`src/rtl/mpsoc_ahb3_pkg.sv`:
```
// Shared AHB3-Lite encodings for the mpsoc initiator and its peers.
package mpsoc_ahb3_pkg;

    typedef enum logic [1:0] {
        HTRANS_IDLE   = 2'b00,
        HTRANS_BUSY   = 2'b01,
        HTRANS_NONSEQ = 2'b10,
        HTRANS_SEQ    = 2'b11
    } htrans_t;

    localparam logic [2:0] HBURST_SINGLE = 3'b000;

    localparam logic [2:0] HSIZE_BYTE  = 3'b000;
    localparam logic [2:0] HSIZE_HWORD = 3'b001;
    localparam logic [2:0] HSIZE_WORD  = 3'b010;
    localparam logic [2:0] HSIZE_DWORD = 3'b011;

    localparam logic HRESP_OKAY  = 1'b0;
    localparam logic HRESP_ERROR = 1'b1;

endpackage

```
`src/rtl/mpsoc_ahb3_master_port.sv`:
```
// AHB3-Lite initiator: turns a valid/ready request port into NONSEQ SINGLE
// transfers through a two-slot pipeline (address phase slot, data phase slot).
module mpsoc_ahb3_master_port
    import mpsoc_ahb3_pkg::*;
#(
    parameter int         PLEN      = 8,
    parameter int         XLEN      = 32,
    parameter logic [3:0] HPROT_VAL = 4'b0011
) (
    input  logic            HCLK,
    input  logic            HRESETn,
    input  logic            req_valid,
    output logic            req_ready,
    input  logic [PLEN-1:0] req_addr,
    input  logic            req_we,
    input  logic [2:0]      req_size,
    input  logic [XLEN-1:0] req_wdata,
    output logic            rsp_valid,
    output logic [XLEN-1:0] rsp_rdata,
    output logic            rsp_err,
    output logic            HSEL,
    output logic [PLEN-1:0] HADDR,
    output logic            HWRITE,
    output logic [2:0]      HSIZE,
    output logic [2:0]      HBURST,
    output logic [3:0]      HPROT,
    output logic [1:0]      HTRANS,
    output logic            HMASTLOCK,
    output logic [XLEN-1:0] HWDATA,
    input  logic [XLEN-1:0] HRDATA,
    input  logic            HREADY,
    input  logic            HRESP
);

    localparam int NBYTES = XLEN / 8;

    logic            run_reg;

    logic            ap_valid_reg;
    logic [PLEN-1:0] ap_addr_reg;
    logic            ap_we_reg;
    logic [2:0]      ap_size_reg;
    logic [XLEN-1:0] ap_wdata_reg;

    logic            dp_valid_reg;
    logic            dp_we_reg;
    logic [XLEN-1:0] dp_wdata_reg;

    logic            kill_reg;

    logic            rsp_valid_reg;
    logic            rsp_err_reg;
    logic [XLEN-1:0] rsp_rdata_reg;

    logic            advance;
    logic            accept;
    logic            dp_done;
    logic            err_first;
    logic [XLEN-1:0] rsp_rdata_next;

    // kill suppresses the address phase during the second ERROR cycle so the
    // queued transfer is re-issued rather than slipping past the error.
    assign advance   = HREADY & ~kill_reg;
    assign req_ready = run_reg & (~ap_valid_reg |
                                  (HREADY & (HRESP != HRESP_ERROR) & ~kill_reg));
    assign accept    = req_valid & req_ready;
    assign dp_done   = dp_valid_reg & HREADY;
    assign err_first = dp_valid_reg & (HRESP == HRESP_ERROR) & ~HREADY;

    genvar gi;
    generate
        for (gi = 0; gi < NBYTES; gi++) begin : g_rdata_lane
            assign rsp_rdata_next[gi*8 +: 8] = (dp_done & ~dp_we_reg) ? HRDATA[gi*8 +: 8] : 8'h00;
        end
    endgenerate

    always_ff @(posedge HCLK or negedge HRESETn) begin
        if (!HRESETn) begin
            run_reg       <= 1'b0;
            ap_valid_reg  <= 1'b0;
            ap_addr_reg   <= '0;
            ap_we_reg     <= 1'b0;
            ap_size_reg   <= 3'b000;
            ap_wdata_reg  <= '0;
            dp_valid_reg  <= 1'b0;
            dp_we_reg     <= 1'b0;
            dp_wdata_reg  <= '0;
            kill_reg      <= 1'b0;
            rsp_valid_reg <= 1'b0;
            rsp_err_reg   <= 1'b0;
            rsp_rdata_reg <= '0;
        end else begin
            run_reg <= 1'b1;

            if (advance) begin
                dp_valid_reg <= ap_valid_reg;
                dp_we_reg    <= ap_we_reg;
                dp_wdata_reg <= ap_wdata_reg;
            end else if (HREADY) begin
                // Second ERROR cycle: the data phase retires, ap stays put.
                dp_valid_reg <= 1'b0;
            end

            if (advance | accept) begin
                ap_valid_reg <= accept;
            end
            if (accept) begin
                ap_addr_reg  <= req_addr;
                ap_we_reg    <= req_we;
                ap_size_reg  <= req_size;
                ap_wdata_reg <= req_wdata;
            end

            kill_reg <= kill_reg ? ~HREADY : err_first;

            rsp_valid_reg <= dp_done;
            rsp_rdata_reg <= rsp_rdata_next;
            rsp_err_reg   <= dp_done & (HRESP == HRESP_ERROR);
        end
    end

    assign HSEL      = run_reg;
    assign HADDR     = ap_addr_reg;
    assign HWRITE    = ap_we_reg;
    assign HSIZE     = ap_size_reg;
    assign HBURST    = HBURST_SINGLE;
    assign HPROT     = run_reg ? HPROT_VAL : 4'b0000;
    assign HTRANS    = (ap_valid_reg & ~kill_reg) ? HTRANS_NONSEQ : HTRANS_IDLE;
    assign HMASTLOCK = 1'b0;
    assign HWDATA    = dp_wdata_reg;

    assign rsp_valid = rsp_valid_reg;
    assign rsp_rdata = rsp_rdata_reg;
    assign rsp_err   = rsp_err_reg;

endmodule

```
`config.mk`:
```
export PLATFORM = sky130hd
export DESIGN_NAME = mpsoc_ahb3_master_port
export DESIGN_NICKNAME = d
export VERILOG_FILES = /design/src/rtl/mpsoc_ahb3_pkg.sv /design/src/rtl/mpsoc_ahb3_master_port.sv
export SDC_FILE = /design/constraint.sdc
export NUM_CORES = 1
export LEC_CHECK = 0
export CAP_MARGIN = 20
export CELL_PAD_IN_SITES_DETAIL_PLACEMENT = 1
export CELL_PAD_IN_SITES_GLOBAL_PLACEMENT = 2
export CORE_ASPECT_RATIO = 1.1
export CORE_UTILIZATION = 29
export CTS_CLUSTER_DIAMETER = 200
export DETAILED_ROUTE_END_ITERATION = 10
export PLACE_DENSITY = 0.9
export REMOVE_ABC_BUFFERS = 1
export SLEW_MARGIN = 20
export SYNTH_ARGS = -nofsm -noshare
export SYNTH_HDL_FRONTEND = slang
export SYNTH_SLANG_ARGS = --single-unit
export TNS_END_PERCENT = 100
```
`constraint.sdc`:
```
create_clock -name HCLK -period 1.9 [get_ports HCLK]
set_input_delay 0.475 -clock HCLK [delete_from_list [all_inputs] [get_ports HCLK]]
set_output_delay 0.475 -clock HCLK [all_outputs]
set_load 0.01 [all_outputs]
```
==> results of run 1 <==
[placed cells by master (no fill, tap or decap), types with 2 or more instances in the layout]
master and n:
clkbuf_16 17, dlygate4sd2_1 3, buf_4 10, dlymetal6s2s_1 2, nand2_1 2, dfrtp_1 114, clkdlybuf4s50_1 156, nor2_1 2
clkbuf_8 4, mux2_4 39, and2_1 33, mux2_2 39, buf_12 4, clkinv_2 5, conb_1 8
[cells by family (layout without fill, tap and decap cells)]
logic type	after synthesis	after routing	synth area share
AO/OA/AOI/OAI	3	3	0.00776
other	2	8	0.00173
buffers and inverters	21	205	0.0339
flip-flops	115	115	0.661
AND/OR/NAND/NOR	41	41	0.0595
multiplexers	78	78	0.236
[worst min-delay path by stage]
stage,to,cells after the start
after floorplan,HADDR[0],0
after global placement,ap_valid_reg,2
after detailed placement,ap_valid_reg,2
after CTS,ap_wdata_reg[19],2
after global routing,ap_wdata_reg[29],2
final,ap_wdata_reg[29],2
[stage by stage]
stage          power (mW)  setup slack (ps)  hold WS (ps)  cell area [µm²]
2_1_floorplan        4.11              -444           179             4230
3_3_place_gp         5.21              -369           461             6250
3_5_place_dp         5.29              -394           477             6250
4_1_cts              8.16             -75.2           172             6760
5_1_grt              8.41              2.57           205             6760
6_report             8.01              37.5           155             6760
[report_power, final]
| group | switching [mW] | total [mW] | internal, mW |
|---|---|---|---|
| Clock | 1.03 | 2.79 | 1.76 |
| Sequential | 0.286 | 3.27 | 2.98 |
| Combinational | 0.660 | 1.96 | 1.30 |
[timing repair]
item / in CTS / in global routing
resized for setup: 7 / 3
hold endpoints to repair: 0 / 0
setup buffers: 0 / 0
hold buffers: 0 / 0
pin swaps: 0 / 2
setup endpoints to repair: 5 / 2
[final cells by class]
type / count / area, µm²
well taps: 192 / 240
repair buffers: 176 / 1770
fillers: 1464 / 7800
multi-input cells: 130 / 1350
flip-flops and latches: 115 / 2880
clock inverters: 6 / 32.5
inverters: 1 / 3.75
clock buffers: 22 / 484
[routing by layer]
layer / track usage / vias up
li1: - / 1208
met1: 0.157 / 1358
met2: 0.229 / 130
met3: 0.0677 / 19
met4: 0.0759 / 0
met5: 0 / -
==> impl_metrics.ini, run 1 <==
[placement]
gp_congestion = 0.687
dp_cells = 614
dp_hpwl_um = 6980
io_buffers = 163

[worst_setup_path]
crit_fanout = 5
setup.worst_path.start = HSEL
startpoint_type = flip-flop
setup.worst_path.class = reg2out
timing.critical_path.buf_inv = 1
slowest_delay_ps = 570
path_cells = clkdlybuf4s50_1
crit_family = buffers and inverters
critPathRequiredTime_ps = 1420
worstPathArrival_ps = 1390
r2r_cells = 5
rrSetupSlack_ps = 270
cp-endpoint = HSEL
reg2reg_from = kill_reg
cp.depth = 1
r2r_end = HSIZE[0]
cpMaxStageDelayCell = clkdlybuf4s50_1
cp-end-kind = output port

[synthesis]
synth_edf_count = 0
ys_seq_area_frac = 0.661
yosysTopAreaCell = dfrtp_1
synth_seq_cells = 115
synth_area_leaders = dfrtp_1, mux2_4, mux2_2
syn_avg_cell_area_um2 = 16.7
synth.yosys.warnings = 0
synth_top_area_share = 0.661
synth-main-ff-cell = dfrtp_1
syn_area_um2 = 4350
yosysMostFrequentCell = dfrtp_1
async_flop_share = 1.00
syn_inst = 260
synth_cell_types = 19
synth_common_cells = dfrtp_1, mux2_2, mux2_4

[cts]
cts-root-buf = clkbuf_16
cts_max_level = 4
cts_tree = done
clock_latency_ps = 400
clock_sinks = 115
clk_pin_slew_worst_paths_ps = 50
cts-buffers-inserted = 17
cts_max_path_buffers = 2

[die]
num_io_pins = 171
dieArea_um2 = 15500
initial_core_util = 0.299
rows = 46
fp.dieH_um = 130
die_w_um = 119
core_um2 = 14600

[sta]
maxSlewViolCount = 0
post-route-period-util = 0.980
rsz0062_at_grt = false
max_slew_margin = 0.600
worstMarginPinSlew_ps = 599
hold_viol = 0
min_period_ps = 1860
fin_setup_tns_ps = 0
fmaxAchievable_ghz = 0.537
clock_skew_ps = 7.23
setup_viol = 0

[global_routing]
grt-ovfl-total = 0
track_usage = 0.142
grt_pass1_vias = 3083
grt_max_degree = 116
grt_pass1_wl_um = 16500
antenna_found_initial = 0

[routing]
wire_per_inst_um = 15.8
drtIter0Drc = 77
final_antenna_net_count = 0
routed-via-count = 2715
wl_met1_um = 3930
drc = 0
drtPass1Iterations = 3
top_layer = met4
wirelength_um = 10100
route.met2.wl_um = 5000
vias_per_cell = 4.23
wl_met3_um = 955

[final_layout]
final_core_util = 0.464
drive_gt1_frac = 0.276
area_growth_pct = 55.5
final_cells = 642
diodes = 0
final_nets = 522

[flow_run]
maxCapViolations = 0

[pwr]
peakVddDrop_mv = 0.563
pwr_density_cell_nw_per_um2 = 1180
total_leakage_power_nw = 3.08

[outcome]
outcome = complete, no violations

[worst_hold_path]
min-delay-path-class = in2async
(Power assumes the default switching activity.)
==> inputs of run 2 (changes only) <==
Settings changed: CAP_MARGIN 20 to unset.
==> results of run 2 <==
Final layout, timing and power as in run 1 (identical DEF).
